### src/rtl/shift_pkg.sv
// Shared types and constants for the multi-pass shift sequencer.
package shift_pkg;

    typedef enum logic [1:0] {
        IDLE  = 2'd0,
        SHIFT = 2'd1,
        DONE  = 2'd2
    } state_t;

    localparam int STEP_MAX = 7;
    localparam int DATA_W   = 8;

endpackage

### src/rtl/barrel_shifter.sv
// Combinational 8-bit barrel shifter, 0..7 positions per pass.
module barrel_shifter
    import shift_pkg::*;
(
    input  logic [DATA_W-1:0] din,
    input  logic [2:0]        shamt,
    input  logic              LR,
    input  logic              AL,
    output logic [DATA_W-1:0] dout
);

    always_comb begin
        dout = din;
        if (LR) begin
            dout = din << shamt;
        end else if (AL) begin
            dout = DATA_W'($signed(din) >>> shamt);
        end else begin
            dout = din >> shamt;
        end
    end

endmodule

### src/rtl/shift_seq.sv
// Shift sequencer: splits a shift of up to 31 into passes of at most 7
// through a 3-bit barrel shifter, one pass per clock.
module shift_seq
    import shift_pkg::*;
#(
    parameter int AMT_W = 5
) (
    input  logic              clk,
    input  logic              rst_n,
    input  logic              in_valid,
    output logic              in_ready,
    input  logic [DATA_W-1:0] din,
    input  logic [AMT_W-1:0]  amt,
    input  logic              lr,
    input  logic              al,
    output logic              out_valid,
    input  logic              out_ready,
    output logic [DATA_W-1:0] dout,
    output logic              busy
);

    // Handshakes: a transfer happens on a rising edge where valid && ready.
    // in_ready and out_valid decode only from state; upstream holds its
    // request until accepted, and dout/out_valid stay stable until taken.

    state_t              state_q, state_d;
    logic [DATA_W-1:0]   acc;
    logic [AMT_W-1:0]    rem;
    logic                lr_q, al_q;
    logic [2:0]          step;
    logic [AMT_W-1:0]    rem_next;
    logic [DATA_W-1:0]   shifted;

    assign step     = (rem > AMT_W'(STEP_MAX)) ? 3'(STEP_MAX) : rem[2:0];
    assign rem_next = rem - AMT_W'(step);

    barrel_shifter u_barrel (
        .din   (acc),
        .shamt (step),
        .LR    (lr_q),
        .AL    (al_q),
        .dout  (shifted)
    );

    always_ff @(posedge clk or negedge rst_n) begin
        if (!rst_n) begin
            state_q <= IDLE;
        end else begin
            state_q <= state_d;
        end
    end

    always_comb begin
        state_d = state_q;
        case (state_q)
            IDLE:    if (in_valid) state_d = SHIFT;
            SHIFT:   if (rem_next == '0) state_d = DONE;
            DONE:    if (out_ready) state_d = IDLE;
            default: state_d = IDLE;
        endcase
    end

    always_ff @(posedge clk or negedge rst_n) begin
        if (!rst_n) begin
            acc  <= '0;
            rem  <= '0;
            lr_q <= 1'b0;
            al_q <= 1'b0;
        end else begin
            if (state_q == IDLE && in_valid) begin
                acc  <= din;
                rem  <= amt;
                lr_q <= lr;
                al_q <= al;
            end else if (state_q == SHIFT) begin
                acc <= shifted;
                rem <= rem_next;
            end
        end
    end

    assign in_ready  = (state_q == IDLE);
    assign out_valid = (state_q == DONE);
    assign busy      = (state_q == SHIFT) || (state_q == DONE);
    assign dout      = acc;

endmodule

### config.mk
export PLATFORM = sky130hd
export DESIGN_NAME = shift_seq
export DESIGN_NICKNAME = d
export VERILOG_FILES = /design/src/rtl/shift_pkg.sv /design/src/rtl/barrel_shifter.sv /design/src/rtl/shift_seq.sv
export SDC_FILE = /design/constraint.sdc
export NUM_CORES = 1
export LEC_CHECK = 0
export BUFFER_PORTS_ARGS = -buffer_cell sky130_fd_sc_hd__buf_2
export CORE_MARGIN = 1.5
export CORE_UTILIZATION = 50
export DETAILED_ROUTE_END_ITERATION = 10
export GPL_ROUTABILITY_DRIVEN = 0
export PLACE_DENSITY = 0.76
export REMOVE_ABC_BUFFERS = 1
export SYNTH_ARGS = -nofsm -noshare
export SYNTH_HDL_FRONTEND = slang
export SYNTH_SLANG_ARGS = --single-unit
### constraint.sdc
create_clock -name clk -period 4.6 [get_ports clk]
set_input_delay 0.23 -clock clk [delete_from_list [all_inputs] [get_ports clk]]
set_output_delay 0.23 -clock clk [all_outputs]
set_load 0.02 [all_outputs]
==> results of run 1 <==
-- timing repair --
action | in CTS | in global routing
hold buffers | 1 | 0
setup buffers | 0 | 0
endpoints found under the hold margin | 17 | 0
-- area by class of cell --
class | instances | area (sq um)
clock buffer | 4 | 26.3
fill | 297 | 1360
inverter | 8 | 30.0
multi-input combinational | 172 | 1070
sequential | 17 | 425
tap | 44 | 55.1
timing repair buffer | 31 | 163
-- state kept, by name (all words and copies together), names as in the netlist --
| register | cells |
|---|---|
| dout | 8 |
| state_q | 2 |
| rem | 5 |
| lr_q | 1 |
| al_q | 1 |
-- cells in the mapped netlist, drive strengths merged --
cell and count:
nand2 32, dfrtp 17, o21ai 16, clkbuf 13, a21oi 12, nor2 12, nor3 12, nand3 10
inv 8, a31oi 7, o22ai 7, mux2i 6, nand2b 6, nor2b 5, or3 5, buf 4
ha 4, mux2 4, a21o 3, a221oi 3, a311oi 3, a2111oi 2, and2 2, o21a 2
o22a 2, or4 2, a211o 1, a211oi 1, a21boi 1, a22oi 1, a41o 1, clkdlybuf4s50 1
nor3b 1, nor4 1, o2111ai 1, o211ai 1, o2bb2ai 1, o311a 1, o31ai 1, o32ai 1
or2 1, or4b 1
-- worst max path at each step --
stage,start,to
floorplan,state_q[0]$_DFFE_PN0P_,dout[4]$_DFFE_PN0P_
global placement,rem[1]$_DFFE_PN0P_,state_q[0]$_DFFE_PN0P_
detailed placement,state_q[0]$_DFFE_PN0P_,dout[4]$_DFFE_PN0P_
CTS,state_q[0]$_DFFE_PN0P_,dout[4]$_DFFE_PN0P_
global route,state_q[0]$_DFFE_PN0P_,dout[4]$_DFFE_PN0P_
finish,rem[1]$_DFFE_PN0P_,dout[5]$_DFFE_PN0P_
-- power breakdown --
group,internal [mW],leakage (nW),total (mW),switching [mW]
Sequential,0.222,0.207,0.430,0.208
Combinational,0.383,0.518,0.914,0.531
Clock,0.0339,0.0150,0.0873,0.0534
Total,0.639,0.740,1.43,0.793
-- layer usage --
metal | vias up | global-route usage, % | part of all wire (%)
li1 | 825 | - | -
met3 | 16 | 6.09 | 9.0
met2 | 102 | 41.3 | 44
met4 | 0 | 8.39 | 2.7
met1 | 771 | 36.9 | 45
met5 | - | 0 | 0
-- stage by stage --
step	total power, mW	area (sq um)
after detailed placement	1.32	1730
after floorplan	1.06	1530
final	1.43	1770
after global routing	1.56	1770
after CTS	1.41	1770
after global placement	1.31	1730
-- cell families after synthesis --
logic type	Yosys count	share of synthesized area, %
adders and majority gates	4	2.95
muxes	10	6.20
buffers and inverters	26	11.8
DFF	17	25.1
AOI/OAI and AO/OA	68	27.0
and+or+nand+nor	90	26.9
-- critical path, cell delays in order (launching register included) --
cell,delay (ns)
dfrtp_1,0.62
nor3_1,0.83
nand3_1,0.20
o22ai_1,0.21
mux2_2,0.19
o21ai_1,0.05
==> impl_metrics.csv, run 1 <==
group,metric,value,unit
grt,grt_pass1_vias,1599,
yosys,syn_inst,215,
finish,fin_util,56.6,%
grt,grt_max_degree,28,
cts,numCtsBuffers,3,
detailed_routing,ant_nets,0,
critical_path,worstPathRequired,4.80,ns
floorplanning,ioPinCount,30,
floorplanning,core_area,3130,sq um
critical_path,cp-end-kind,"flop",
finish,diodes,0,
critical_path,path_max_fanout,19,
timing,finalCriticalPeriod,2.21,ns
min_path,holdPathEnd,"al_q$_DFFE_PN0P_",
place,dp.cells,271,
finish,final_cell_mix,"nand2_1 (32), buf_2 (29), dfrtp_1 (17)",
detailed_routing,initialDrtViolationCount,149,
min_path,hold_path_class,"input pin to flop",
floorplanning,die-area,3750,sq um
timing,worst_slack,2.39,ns
grt,grt_antenna_before_repair,0,
yosys,synthTopCellsByArea,"dfrtp_1 (25%), nand2_1 (7.1%), clkbuf_8 (6.5%)",
timing,fin_crit_sh,48.1,%
grt,grt_usage,26.6,%
timing,finalSetupViolCount,0,
detailed_routing,drt_pass1_iterations,4,
cts,cts.reportedPaths.clkPinSlew,0.11,ns
detailed_routing,vias,1714,
power_and_ir_drop,leakage,0.740,nW
detailed_routing,wirelength,4.48,mm
yosys,syn_area,1700,sq um
critical_path,worstSetupPathType,"flop to flop",
floorplanning,rows,20,
cts,cts_tree,"yes",
yosys,ys_types,53,
place,dp_hpwl,3.18,mm
critical_path,worst-r2r-setup-slack,2.39,ns
place,post-place-ws,2.41,ns
critical_path,r2r_end,"dout[5]$_DFFE_PN0P_",
power_and_ir_drop,p_per_area,809,nW/um^2
power_and_ir_drop,irDropWorstVdd,400,uV
grt,grt_pass1_wl,7.45,mm
timing,skew,0.00970,ns
grt,overflow,0,
min_path,min_from,"al",
timing,rsz0062_at_grt,"false",
min_path,whs_path_depth,3,
cts,clk_latency,0.31,ns
yosys,synth_warnings,0,
yosys,seq_area_frac_synth,25.1,%
yosys,synth_largest_area_cell,"dfrtp_1",
floorplanning,start_util,54.2,%
run,cap_violations,0,
place,numPortBuffers,29,
cts,cts_resized,0,
timing,tns,0,ns
finish,layout_commonest_cell,"nand2_1",
timing,holdWs,0.115,ns
yosys,synth_top_area_share,25.1,%
critical_path,start_kind,"flop",
finish,fin_nets,256,
cts,root_buffer,"clkbuf_4",
detailed_routing,vias_per_cell,6.21,
finish,finalNonFillerCells,276,
timing,slew_headroom,35.8,%
critical_path,arrival,2.42,ns
floorplanning,die_h,61.2,microns
timing,finalHoldViolations,0,
cts,h-tree-depth,1,
outcome,status,"finished clean",
detailed_routing,wl_per_cell,16.2,microns
yosys,ys_ff_latch,17,
finish,drive_gt1_share,20.3,%
critical_path,r2r_cells,5,
timing,slew_violations,0,
cts,cts_num_sinks,17,
floorplanning,die_w,61.2,microns
critical_path,rr_startpoint,"rem[1]$_DFFE_PN0P_",
cts,clockBufferDepth,2,
timing,worstMarginPinSlew,0.956,ns
timing,timing.fmax,451,MHz
finish,syn_to_final_growth,4.35,%
detailed_routing,drc,0,
yosys,avgSynthCellArea,7.89,sq um
(Power assumes the default switching activity.)
==> run 2, diff against run 1 <==
--- a/config.mk
+++ b/config.mk
@@ -5,12 +5,13 @@
 export SDC_FILE = /design/constraint.sdc
 export NUM_CORES = 1
 export LEC_CHECK = 0
+export ABC_AREA = 1
 export BUFFER_PORTS_ARGS = -buffer_cell sky130_fd_sc_hd__buf_2
 export CORE_MARGIN = 1.5
 export CORE_UTILIZATION = 50
 export DETAILED_ROUTE_END_ITERATION = 10
 export GPL_ROUTABILITY_DRIVEN = 0
-export PLACE_DENSITY = 0.76
+export PLACE_DENSITY = 0.79
 export REMOVE_ABC_BUFFERS = 1
 export SYNTH_ARGS = -nofsm -noshare
 export SYNTH_HDL_FRONTEND = slang
==> constraint.sdc (replaced) <==
create_clock -name clk -period 1.9 [get_ports clk]
set_input_delay 0.095 -clock clk [delete_from_list [all_inputs] [get_ports clk]]
set_output_delay 0.095 -clock clk [all_outputs]
set_load 0.02 [all_outputs]
==> impl_metrics.csv, run 2 <==
group,metric,value,unit
outcome,status,"finished clean",
yosys,avgSynthCellArea,6.44,sq um
cts,clockBufferDepth,2,
critical_path,worstSetupPathType,"flop to flop",
floorplanning,core_area,3000,sq um
detailed_routing,wirelength,3.98,mm
detailed_routing,wl_per_cell,12.8,microns
yosys,synth_fa_ha_area_share,3.20,%
min_path,hold_path_class,"input pin to flop",
yosys,syn_area,1570,sq um
run,cap_violations,0,
critical_path,start_kind,"flop",
timing,finalCriticalPeriod,1.77,ns
grt,grt_pass1_wl,6.69,mm
finish,syn_to_final_growth,14.7,%
finish,layout_commonest_cell,"nand2_1",
timing,finalHoldViolations,0,
grt,overflow,0,
grt,grt_pass1_vias,1543,
floorplanning,die_w,59.0,microns
yosys,ys_ff_latch,17,
yosys,synth_common_cells,"nand2_1 (85), nand3_1 (39), inv_1 (21), dfrtp_1 (17), nor2_1 (17)",
grt,grt_usage,25.1,%
critical_path,r2r_cells,11,
timing,finalSetupViolCount,0,
power_and_ir_drop,leakage,0.982,nW
yosys,yosys_most_used_dff,"dfrtp_1",
finish,finalNonFillerCells,311,
detailed_routing,initialDrtViolationCount,154,
finish,drive_gt1_share,23.4,%
yosys,synthTopCellsByArea,"dfrtp_1 (27%), nand2_1 (20%), nand3_1 (12%)",
floorplanning,die-area,3480,sq um
yosys,seq_area_frac_synth,27.2,%
timing,slew_headroom,73.9,%
timing,timing.fmax,567,MHz
yosys,async_reset_ff_share,100,%
yosys,synth.area.mux_share,0,%
floorplanning,die_h,59.0,microns
floorplanning,rows,20,
power_and_ir_drop,irDropWorstVdd,1020,uV
timing,skew,0.00120,ns
yosys,yosysMostFrequentCell,"nand2_1",
floorplanning,ioPinCount,30,
place,dp_hpwl,3.18,mm
yosys,synth-xor-area-share,0,%
critical_path,cp-end-kind,"flop",
finish,final_cell_mix,"nand2_1 (83), nand3_1 (39), buf_2 (29)",
yosys,synth_compound_area_share,11.9,%
yosys,synthSimpleGateAreaFrac,46.6,%
cts,cts_num_sinks,17,
timing,slew_violations,0,
yosys,synth_largest_area_cell,"dfrtp_1",
critical_path,worstPathRequired,2.09,ns
finish,fin_nets,302,
detailed_routing,drt_pass1_iterations,5,
timing,rsz0062_at_grt,"false",
timing,worstMarginPinSlew,0.392,ns
critical_path,path_max_fanout,4,
critical_path,arrival,1.95,ns
finish,diodes,0,
cts,cts_tree,"yes",
place,numPortBuffers,29,
cts,clk_latency,0.29,ns
yosys,synth_top_area_share,27.2,%
finish,largest_reg_flops,8,
finish,fillers,312,
detailed_routing,ant_nets,0,
yosys,synth_top_family_by_area,"simple AND/OR/NAND/NOR gates",
cts,h-tree-depth,1,
cts,cts.reportedPaths.clkPinSlew,0.10,ns
detailed_routing,drc,0,
floorplanning,start_util,52.1,%
power_and_ir_drop,p_per_area,2060,nW/um^2
yosys,ys_types,37,
yosys,synth_edf_count,0,
yosys,synth_warnings,0,
yosys,syn_inst,243,
grt,grt_antenna_before_repair,0,
cts,root_buffer,"clkbuf_4",
detailed_routing,vias,1709,
cts,numCtsBuffers,3,
grt,grt_max_degree,18,
timing,tns,0,ns
min_path,whs_path_depth,3,
detailed_routing,vias_per_cell,5.50,
place,dp.cells,305,
timing,fin_crit_sh,92.9,%
[run 2: final timing paths]
kind	slack [ns]	start	endpoint
min in group asynchronous	0.24	rst_n	rem[3]$_DFFE_PN0P_
max in group asynchronous	1.38	rst_n	dout[6]$_DFFE_PN0P_
hold reg to reg	0.51	state_q[1]$_DFFE_PN0P_	state_q[1]$_DFFE_PN0P_
hold / removal	0.008	al	al_q$_DFFE_PN0P_
setup reg to reg	0.13	rem[3]$_DFFE_PN0P_	state_q[0]$_DFFE_PN0P_
setup / recovery	0.13	rem[3]$_DFFE_PN0P_	state_q[0]$_DFFE_PN0P_
[run 2: layer usage]
metal  GRT usage, %  wire length (microns)
met3           3.08                    256
met4           8.12                     74
met2           43.2                   1930
met1           32.6                   1720
met5              0                      0
[run 2: metrics by stage]
stage | instance area, sq um | setup WS (ns) | hold slack, ns | utilization [%] | total power, mW
2_1_floorplan | 1510 | 0.0870 | -0.201 | - | 2.75
3_3_place_gp | 1740 | 0.167 | 0.0429 | 57.9 | 3.43
3_5_place_dp | 1740 | 0.0720 | 0.0441 | 57.9 | 3.45
4_1_cts | 1790 | 0.0536 | 0.00415 | 59.5 | 3.66
5_1_grt | 1800 | 0.00215 | 0.00136 | 59.8 | 4.07
6_report | 1800 | 0.135 | 0.00754 | 59.8 | 3.71
[run 2: critical path, cell delays in order, from the launching register on]
cell and delay [ns]:
dfrtp_1 0.49, inv_2 0.12, nand2_2 0.08, nand2_1 0.11, ha_1 0.17, inv_1 0.05, a21oi_1 0.16, nand2_1 0.09
o21ai_2 0.18, nand2_1 0.09, nand2_1 0.06, nand2_1 0.05
[run 2: power breakdown]
part	total, mW	leakage (nW)	internal (mW)	switching (mW)
Combinational	2.75	0.758	0.950	1.80
Sequential	0.762	0.208	0.548	0.213
Clock	0.197	0.0150	0.0816	0.115
Total	3.71	0.982	1.58	2.13
[run 2: logic make-up (layout without fill, tap and decap cells)]
family,count (synthesis),count (layout)
flip-flops,17,17
AO/OA/AOI/OAI,28,28
adder cells (fa/ha/maj),4,4
buffers and inverters,35,70
AND/OR/NAND/NOR,159,159
[run 2: cell type report]
| cell class | instances | area [sq um] | share of cell area [%] |
|---|---|---|---|
| clock buffers | 4 | 26.3 | 1.46 |
| multi-input cells | 191 | 971 | 54.1 |
| flip-flops and latches | 17 | 425 | 23.7 |
| inverters | 29 | 121 | 6.76 |
| well taps | 33 | 41.3 | 2.30 |
| repair buffers | 37 | 210 | 11.7 |
[run 2: repair_timing]
action | 4_1_cts | 5_1_grt
gates resized for setup | 0 | 4
hold buffers | 2 | 0
endpoints found under the setup margin | 0 | 3
hold endpoints to repair | 18 | 0
setup buffers | 0 | 0
